File: config.mk
export PLATFORM = sky130hd
export DESIGN_NAME = ddr_pattern_tx_flat
export DESIGN_NICKNAME = d
export VERILOG_FILES = /design/src/rtl/ddr_pattern_tx_if.sv /design/src/rtl/ddr_pattern_tx.sv /design/src/flat_wrapper.sv
export SDC_FILE = /design/constraint.sdc
export NUM_CORES = 1
export LEC_CHECK = 0
export ABC_CLOCK_PERIOD_IN_PS = 5000
export CAP_MARGIN = 0
export CORE_MARGIN = 4
export CORE_UTILIZATION = 25
export CTS_BUF_LIST = sky130_fd_sc_hd__clkbuf_4 sky130_fd_sc_hd__clkbuf_8
export DETAILED_ROUTE_END_ITERATION = 8
export PLACE_DENSITY_LB_ADDON = 0.25
export SETUP_SLACK_MARGIN = 0.05
export SYNTH_ARGS = -nofsm -noshare
export SYNTH_HDL_FRONTEND = slang
export SYNTH_SLANG_ARGS = --single-unit
File: constraint.sdc
create_clock -name clk -period 5 [get_ports clk]
set_input_delay 1.5 -clock clk [delete_from_list [all_inputs] [get_ports clk]]
set_output_delay 1.5 -clock clk [all_outputs]
set_load 0.03 [all_outputs]
File: src/rtl/ddr_pattern_tx_if.sv
`default_nettype none
// ============================================================================
//  Module      : ddr_pattern_tx_if
//  Description : Control and DDR lane bundle for the pattern transmitter.
//  Revision    : 1.0 - initial release
// ============================================================================
interface ddr_pattern_tx_if #(
    parameter int LEN_W = 16
);
    logic             start;
    logic             abort;
    logic [1:0]       mode;
    logic [LEN_W-1:0] burst_len;
    logic [7:0]       d_rise;
    logic [7:0]       d_fall;
    logic             valid;
    logic             busy;
    logic             done;
    logic [LEN_W-1:0] sent_count;

    modport master (
        output start, abort, mode, burst_len,
        input  d_rise, d_fall, valid, busy, done, sent_count
    );

    modport slave (
        input  start, abort, mode, burst_len,
        output d_rise, d_fall, valid, busy, done, sent_count
    );
endinterface
`default_nettype wire

File: src/rtl/ddr_pattern_tx.sv
`default_nettype none
// ============================================================================
//  Module      : ddr_pattern_tx
//  Description : Framed DDR test-pattern burst generator (sync preamble + data).
//  Revision    : 1.0 - initial release
// ============================================================================
module ddr_pattern_tx #(
    parameter int         LEN_W     = 16,
    parameter logic [7:0] SYNC_WORD = 8'hA5
) (
    input  wire logic         clk,
    input  wire logic         rst,
    ddr_pattern_tx_if.slave   bus
);
    localparam logic [2:0]  c_st_idle   = 3'd0;
    localparam logic [2:0]  c_st_sync0  = 3'd1;
    localparam logic [2:0]  c_st_sync1  = 3'd2;
    localparam logic [2:0]  c_st_data   = 3'd3;
    localparam logic [2:0]  c_st_done   = 3'd4;
    localparam logic [15:0] c_lfsr_seed = 16'hACE1;

    logic [2:0]       r_state;
    logic [1:0]       r_mode;
    logic [LEN_W-1:0] r_len;
    logic [LEN_W-1:0] r_sent_count;
    logic [15:0]      r_lfsr;
    logic [7:0]       r_d_rise;
    logic [7:0]       r_d_fall;
    logic             r_valid;
    logic             r_busy;
    logic             r_done;

    logic [LEN_W-1:0] w_cnt_inc;
    logic [15:0]      w_lfsr_step;
    logic [15:0]      w_beat0_word;
    logic [15:0]      w_next_word;

    // Returns {rise, fall} for beat index idx (only idx mod 128 matters).
    function automatic logic [15:0] beat_word(
        input logic [1:0]  m,
        input logic [6:0]  idx,
        input logic [15:0] lfsr
    );
        logic [7:0] walk;
        walk = 8'h01 << idx[2:0];
        case (m)
            2'd0:    beat_word = {idx, 1'b0, idx, 1'b1};
            2'd1:    beat_word = lfsr;
            2'd2:    beat_word = {walk, ~walk};
            default: beat_word = {8'h55, 8'hAA};
        endcase
    endfunction

    // sent_count doubles as the beat index: it equals i while beat i is shown.
    assign w_cnt_inc    = r_sent_count + 1'b1;
    assign w_lfsr_step  = {r_lfsr[14:0], r_lfsr[15] ^ r_lfsr[13] ^ r_lfsr[12] ^ r_lfsr[10]};
    assign w_beat0_word = beat_word(r_mode, 7'd0, r_lfsr);
    assign w_next_word  = beat_word(r_mode, w_cnt_inc[6:0], w_lfsr_step);

    always_ff @(posedge clk) begin
        if (rst) begin
            r_state      <= c_st_idle;
            r_mode       <= 2'd0;
            r_len        <= '0;
            r_sent_count <= '0;
            r_lfsr       <= c_lfsr_seed;
            r_d_rise     <= 8'h00;
            r_d_fall     <= 8'h00;
            r_valid      <= 1'b0;
            r_busy       <= 1'b0;
            r_done       <= 1'b0;
        end else if (bus.abort && (r_state != c_st_idle)) begin
            r_state  <= c_st_idle;
            r_d_rise <= 8'h00;
            r_d_fall <= 8'h00;
            r_valid  <= 1'b0;
            r_busy   <= 1'b0;
            r_done   <= 1'b0;
        end else begin
            case (r_state)
                c_st_idle: begin
                    r_d_rise <= 8'h00;
                    r_d_fall <= 8'h00;
                    r_valid  <= 1'b0;
                    r_busy   <= 1'b0;
                    r_done   <= 1'b0;
                    if (bus.start && !bus.abort) begin
                        r_state      <= c_st_sync0;
                        r_mode       <= bus.mode;
                        r_len        <= bus.burst_len;
                        r_sent_count <= '0;
                        r_lfsr       <= c_lfsr_seed;
                        r_d_rise     <= SYNC_WORD;
                        r_d_fall     <= ~SYNC_WORD;
                        r_valid      <= 1'b1;
                        r_busy       <= 1'b1;
                    end
                end
                c_st_sync0: begin
                    r_state  <= c_st_sync1;
                    r_d_rise <= SYNC_WORD;
                    r_d_fall <= ~SYNC_WORD;
                    r_valid  <= 1'b1;
                end
                c_st_sync1: begin
                    if (r_len != '0) begin
                        r_state                <= c_st_data;
                        {r_d_rise, r_d_fall}   <= w_beat0_word;
                        r_valid                <= 1'b1;
                    end else begin
                        r_state  <= c_st_done;
                        r_d_rise <= 8'h00;
                        r_d_fall <= 8'h00;
                        r_valid  <= 1'b0;
                        r_done   <= 1'b1;
                    end
                end
                c_st_data: begin
                    r_sent_count <= w_cnt_inc;
                    if (w_cnt_inc == r_len) begin
                        r_state  <= c_st_done;
                        r_d_rise <= 8'h00;
                        r_d_fall <= 8'h00;
                        r_valid  <= 1'b0;
                        r_done   <= 1'b1;
                    end else begin
                        {r_d_rise, r_d_fall} <= w_next_word;
                        r_lfsr               <= w_lfsr_step;
                    end
                end
                c_st_done: begin
                    r_state <= c_st_idle;
                    r_valid <= 1'b0;
                    r_busy  <= 1'b0;
                    r_done  <= 1'b0;
                end
                default: begin
                    r_state <= c_st_idle;
                    r_valid <= 1'b0;
                    r_busy  <= 1'b0;
                    r_done  <= 1'b0;
                end
            endcase
        end
    end

    assign bus.d_rise     = r_d_rise;
    assign bus.d_fall     = r_d_fall;
    assign bus.valid      = r_valid;
    assign bus.busy       = r_busy;
    assign bus.done       = r_done;
    assign bus.sent_count = r_sent_count;
endmodule
`default_nettype wire

File: src/flat_wrapper.sv
// flat-port wrapper written by rule: the top's interface ports become plain ports
module ddr_pattern_tx_flat 
#(
    parameter int         LEN_W     = 16,
    parameter logic [7:0] SYNC_WORD = 8'hA5
)
  (clk, rst, bus_start, bus_abort, bus_mode, bus_burst_len, bus_d_rise, bus_d_fall, bus_valid, bus_busy, bus_done, bus_sent_count);
  ddr_pattern_tx_if #(.LEN_W(LEN_W)) bus_i ();
  input  wire logic clk;
  input  wire logic rst;
  input wire logic [$bits(bus_i.start)-1:0] bus_start;
  input wire logic [$bits(bus_i.abort)-1:0] bus_abort;
  input wire logic [$bits(bus_i.mode)-1:0] bus_mode;
  input wire logic [$bits(bus_i.burst_len)-1:0] bus_burst_len;
  output wire logic [$bits(bus_i.d_rise)-1:0] bus_d_rise;
  output wire logic [$bits(bus_i.d_fall)-1:0] bus_d_fall;
  output wire logic [$bits(bus_i.valid)-1:0] bus_valid;
  output wire logic [$bits(bus_i.busy)-1:0] bus_busy;
  output wire logic [$bits(bus_i.done)-1:0] bus_done;
  output wire logic [$bits(bus_i.sent_count)-1:0] bus_sent_count;
  assign bus_i.start = bus_start;
  assign bus_i.abort = bus_abort;
  assign bus_i.mode = bus_mode;
  assign bus_i.burst_len = bus_burst_len;
  assign bus_d_rise = bus_i.d_rise;
  assign bus_d_fall = bus_i.d_fall;
  assign bus_valid = bus_i.valid;
  assign bus_busy = bus_i.busy;
  assign bus_done = bus_i.done;
  assign bus_sent_count = bus_i.sent_count;
  ddr_pattern_tx #(.LEN_W(LEN_W), .SYNC_WORD(SYNC_WORD)) u_core (.clk(clk), .rst(rst), .bus(bus_i));
endmodule
==> flow_summary.json, run 1 <==
{
  "drt_first_pass_iters": 5,
  "cts.clk_slew.worst_paths_ns": 0.08,
  "fmax_mhz": 274,
  "ys_warn_count": 0,
  "min_period_over_period": 0.731,
  "cp.arrival_ns": 3.86,
  "slew_viol_final": 0,
  "antenna_cells": 0,
  "cp-start-kind": "flop",
  "crit_type": "reg -> reg",
  "avgSynthCellArea_um2": 7.95,
  "setup_tns_ns": 0,
  "synthArstFlopShare": 0,
  "fillers": 1700,
  "post_cts_buffers": 0,
  "yosysSeqAreaShare": 0.361,
  "hpwl_mm": 8.94,
  "relSlewSlack": 0.295,
  "port_buffers": 56,
  "avgViaCountPerCell": 5.09,
  "grt_antenna_before_repair": 0,
  "synth_most_common_cell": "nand2_1",
  "crit_path_top_delay_cell": "or2_1",
  "drtIter0Drc": 261,
  "critPathRequiredTime_ns": 5.21,
  "critical_path_peak_fanout": 23,
  "ios": 57,
  "wl_mm": 12.3,
  "crit_family": "simple AND/OR/NAND/NOR gates",
  "postCtsHoldBufs": 0,
  "finish.utilization": 0.315,
  "synth_nets": 529,
  "die_area_um2": 18000,
  "grt_max_degree": 39,
  "root_buffer": "clkbuf_8",
  "fin_nets": 563,
  "critPathBufInv": 0,
  "p_per_area_nw_per_um2": 259,
  "overflow": 0,
  "post-route-min-period_ns": 3.65,
  "synthTopCellsByArea": "dfxtp_1 36%, a21oi_1 7.0%, nand2_1 6.9%",
  "synthFlopType": "dfxtp_1",
  "power_leakage_nw": 1.59,
  "synth_area_leader_cell": "dfxtp_1",
  "setup_violations": 0,
  "clk_latency_ns": 0.36,
  "initial_utilization": 0.259,
  "die_h_um": 134,
  "ant_nets": 0,
  "vias": 3827,
  "worstMarginPinSlew_ns": 1.05,
  "post_cts_resized": 0,
  "synth_top_area_frac": 0.361,
  "drv_cap": 0,
  "hold_violations": 0,
  "synthesis.area_um2": 3990,
  "core-area_um2": 15400,
  "clock_skew_ns": 0.0151,
  "netlist_top_cells_count": "73 x nand2_1, 72 x dfxtp_1, 56 x a21oi_1",
  "cts_max_level": 3,
  "first_global_vias": 3625,
  "crit_path_end_kind": "flop",
  "layout-drive-gt1-share": 0.0684,
  "wire_per_inst_um": 16.3,
  "track_usage": 0.135,
  "cts_tree": "yes",
  "gp_congestion": 0.893,
  "grt_pass1_wl_mm": 19.7,
  "drc_errors": 0,
  "synth_edf_count": 0,
  "synthCells": 502,
  "cts_sinks": 72,
  "num_rows": 45,
  "dieWidth_um": 134,
  "clk_path_buf_depth": 2,
  "hold_path.class": "reg -> reg",
  "post_synth_num_cell_types": 65,
  "critPathMaxStageDelay_ns": 0.74,
  "cts_made_buffers": 9,
  "ir_drop_uv": 98.9,
  "yosys_register_bits": 72,
  "status": "finished, final reports clean",
  "area_delta_synth_final_pct": 21.7,
  "rsz0062_at_grt": "false",
  "crit_path_cell_trace": "nand4_1 -> nor4_4 -> xnor2_1 -> or4_4 -> nor4b_4 -> or2_1 -> o21ai_0"
}
-- placed cells by master (no fill, tap or decap), drive strengths merged, types with 3 or more instances in the layout --
cell type       n
nand3          12
a211oi          5
ha              5
a22o           12
nor3            9
or4             3
nand2          73
o32a            7
buf             6
and2            3
nand4           8
o211ai          4
and3            4
o21ai          28
or3             3
a21oi          56
a21o            4
o31ai           6
xor2            5
dfxtp          72
a22oi           8
xnor2          21
a41oi           3
inv             9
nor2           45
clkdlybuf4s50  56
o22ai          12
nor4           10
nand2b          3
clkbuf         12
-- cell families (layout without fill, tap and decap cells) --
group                      count (synthesis)  after routing  synth area share
AOI/OAI and AO/OA                        167            167             0.275
xor gates and xnor gates                  27             27            0.0627
adders and majority gates                  5              5            0.0157
buffers and inverters                     47             86            0.0593
DFF                                       72             72             0.361
and+or+nand+nor                          184            184             0.226
-- final timing paths --
check / slack [ns] / startpoint / to / cells past startpoint
setup reg to reg: 1.35 / u_core.bus.sent_count[0] / u_core.bus.valid / 7
hold reg to reg: 0.46 / u_core.bus.valid / u_core.bus.valid / 2
setup / recovery: 1.35 / u_core.bus.sent_count[0] / u_core.bus.valid / 7
hold / removal: 0.46 / u_core.bus.valid / u_core.bus.valid / 2
-- flip-flops by register name, summed over array words and instances, names as in the netlist --
register and count:
u_core.bus.sent_count 16, u_core.r_len 16, u_core.bus.d_rise 8, u_core.r_lfsr 16
u_core.r_mode 2, u_core.bus.valid 1, u_core.bus.d_fall 8, u_core.r_state 3
u_core.bus.done 1, u_core.bus.busy 1
-- report_power, final --
part	internal (mW)	switching, mW	total [mW]
clock network	0.221	0.231	0.453
registers	0.591	0.0213	0.613
logic	0.0797	0.113	0.192
-- area by class of cell --
type / count / area [um2] / area share
timing repair buffer: 62 / 606 / 0.125
multi-input combinational: 383 / 2320 / 0.478
clock buffer: 12 / 165 / 0.0340
sequential: 72 / 1440 / 0.297
inverter: 8 / 30.0 / 0.00619
clock inverter: 4 / 26.3 / 0.00541
tap: 211 / 264 / 0.0544
-- worst reg2reg max path, stage by stage (launching register included) --
cell and delay (ns):
dfxtp_1 0.54, nand4_1 0.49, nor4_4 0.49, xnor2_1 0.11, or4_4 0.56, nor4b_4 0.40
or2_1 0.74, o21ai_0 0.19
-- stage by stage --
stage               power, mW  std cells  setup slack [ns]  cell area, um2  hold slack, ns
finish                   1.26        752              1.35            4850           0.459
global route             1.32        752             0.862            4850           0.512
CTS                      1.27        752              1.38            4850           0.465
detailed placement      0.819        736              1.27            4660           0.455
global placement        0.818        736              1.17            4660           0.446
floorplan               0.744        502              1.98            3990           0.450
-- per-layer routing --
layer	global-route usage	up-vias	share of wire	routed length, um
met4	0.0368	0	0.017	212
met3	0.0281	16	0.054	660
met1	0.185	1813	0.47	5710
li1	-	1896	-	-
met2	0.217	102	0.46	5670
met5	0	-	0	0
(Power assumes the default switching activity.)
==> run 2: changes to the inputs <==
Settings changed: ABC_CLOCK_PERIOD_IN_PS 5000 to 3270.
Clock period 5 ns to 3.27 ns, I/O delays scaled along.
==> run 2 against run 1 <==
  * Total power grew 52%
  * Cell area rose by 2.1%
  * Critical endpoint is now u_core.r_lfsr[11]
  * Hold slack improved by 0.0053 ns
  * Critical path type unchanged
  * Clock skew fell by 0.0026 ns
  * First-iteration DRC count unchanged
  * Clock power rose by 51%
  * Register-to-register slack got worse by 1.1 ns
  * Sequential cell count is the same
==> flow_summary.json, run 2 (synthesis gave the netlist of run 1 again) <==
{
  "core-area_um2": 15400,
  "crit_path_end_kind": "flop",
  "drc_errors": 0,
  "min_path_cells": 2,
  "die_h_um": 134,
  "drtIter0Drc": 261,
  "fmax_mhz": 329,
  "holdWs_ns": 0.464,
  "rr_worst_depth": 8,
  "hold_path.class": "reg -> reg",
  "rsz0062_at_grt": "false",
  "dp.cells": 749,
  "status": "finished, final reports clean",
  "dpl_cell_area_um2": 4760,
  "hp-start": "u_core.bus.valid",
  "cts_tree": "yes",
  "min_period_over_period": 0.929,
  "worstReg2RegEnd": "u_core.r_lfsr[11]",
  "crit_type": "reg -> reg",
  "clk_path_buf_depth": 2,
  "grt_antenna_before_repair": 0,
  "cts_sinks": 72,
  "setup_violations": 0,
  "num_rows": 45,
  "post_cts_buffers": 0,
  "r2r_start": "u_core.bus.sent_count[0]",
  "drv_cap": 0,
  "p_per_area_nw_per_um2": 387,
  "critPathRequiredTime_ns": 3.52,
  "reg2reg_setup_slack_ns": 0.23,
  "finish.utilization": 0.321,
  "hold_end": "u_core.bus.valid",
  "first_global_vias": 3785,
  "wl_mm": 12.5,
  "layout-drive-gt1-share": 0.0904,
  "fin_cells": 764,
  "avgViaCountPerCell": 5.10,
  "wire_per_inst_um": 16.3,
  "hold_violations": 0,
  "setup_slack_ns": 0.232,
  "ant_nets": 0,
  "cts_max_level": 3,
  "ios": 57,
  "initial_utilization": 0.259,
  "setup_tns_ns": 0,
  "gp_congestion": 0.858,
  "fin_nets": 576,
  "hpwl_mm": 8.88,
  "vias": 3896,
  "slew_viol_final": 0,
  "cp.arrival_ns": 3.29,
  "grt_pass1_wl_mm": 19.9,
  "drt_first_pass_iters": 5,
  "grt_max_degree": 39,
  "cp-start-kind": "flop",
  "clock_skew_ns": 0.0125,
  "cts.clk_slew.worst_paths_ns": 0.07,
  "area_delta_synth_final_pct": 24.2,
  "die_area_um2": 18000,
  "power_leakage_nw": 1.68,
  "power_mw": 1.92,
  "dieWidth_um": 134,
  "post-route-min-period_ns": 3.04,
  "root_buffer": "clkbuf_8",
  "critical_path_peak_fanout": 8,
  "relSlewSlack": 0.160,
  "overflow": 0,
  "port_buffers": 56,
  "track_usage": 0.140,
  "antenna_cells": 0,
  "design_area_um2": 4960,
  "clk_latency_ns": 0.37,
  "mostFrequentLayoutCells": "73 x nand2_1, 71 x dfxtp_1, 56 x a21oi_1, 56 x clkdlybuf4s50_1, 45 x nor2_1",
  "layout_commonest_cell": "nand2_1",
  "pre_cts_ws_ns": 0.0643,
  "cts_made_buffers": 9,
  "worstMarginPinSlew_ns": 1.25,
  "ir_drop_uv": 153
}
-- run 2: area by class of cell --
| type | instances | area (um2) |
|---|---|---|
| repair buffers | 75 | 703 |
| flip-flops and latches | 72 | 1440 |
| inverters | 8 | 30.0 |
| clock inverters | 2 | 13.8 |
| fillers | 1656 | 10500 |
| multi-input cells | 383 | 2330 |
| clock buffers | 13 | 173 |
| well taps | 211 | 264 |
-- run 2: power by group --
group | internal (mW) | switching (mW) | leakage (nW)
logic | 0.123 | 0.180 | 0.994
clock network | 0.342 | 0.340 | 0.0989
registers | 0.904 | 0.0265 | 0.585
total | 1.37 | 0.547 | 1.68
-- run 2: repair_timing --
action                     CTS  global route
setup endpoints to repair    0            29
resized for setup            0             3
hold buffers                 0             0
-- run 2: how the worst max path moves through the flow --
stage               depth (start not counted)  slack (ns)                      from              endpoint
finish                                      8        0.23  u_core.bus.sent_count[0]     u_core.r_lfsr[11]
detailed placement                          4        0.06                 bus_abort      u_core.r_lfsr[4]
global placement                            7        0.13                 bus_abort  u_core.bus.d_fall[6]
CTS                                         7        0.12  u_core.bus.sent_count[5]     u_core.r_lfsr[14]
global route                                8        0.05  u_core.bus.sent_count[0]     u_core.r_lfsr[13]
floorplan                                  10        0.25  u_core.bus.sent_count[0]  u_core.bus.d_fall[3]
-- run 2: worst max-delay path: stages (launching register included) --
cell and delay (ns):
dfxtp_1 0.33, ha_1 0.27, nand3_1 0.30, nor4_1 0.38, xnor2_1 0.11, or4_4 0.51, nor4b_4 0.42, a21oi_1 0.34
o32a_2 0.27
-- run 2: routing by layer --
metal	vias up	GRT usage	wire length, um	part of all wire
met3	16	0.0356	669	0.054
met5	-	0	0	0
met2	115	0.226	5840	0.47
met1	1844	0.179	5720	0.46
met4	0	0.0526	225	0.018
li1	1921	-	-	-
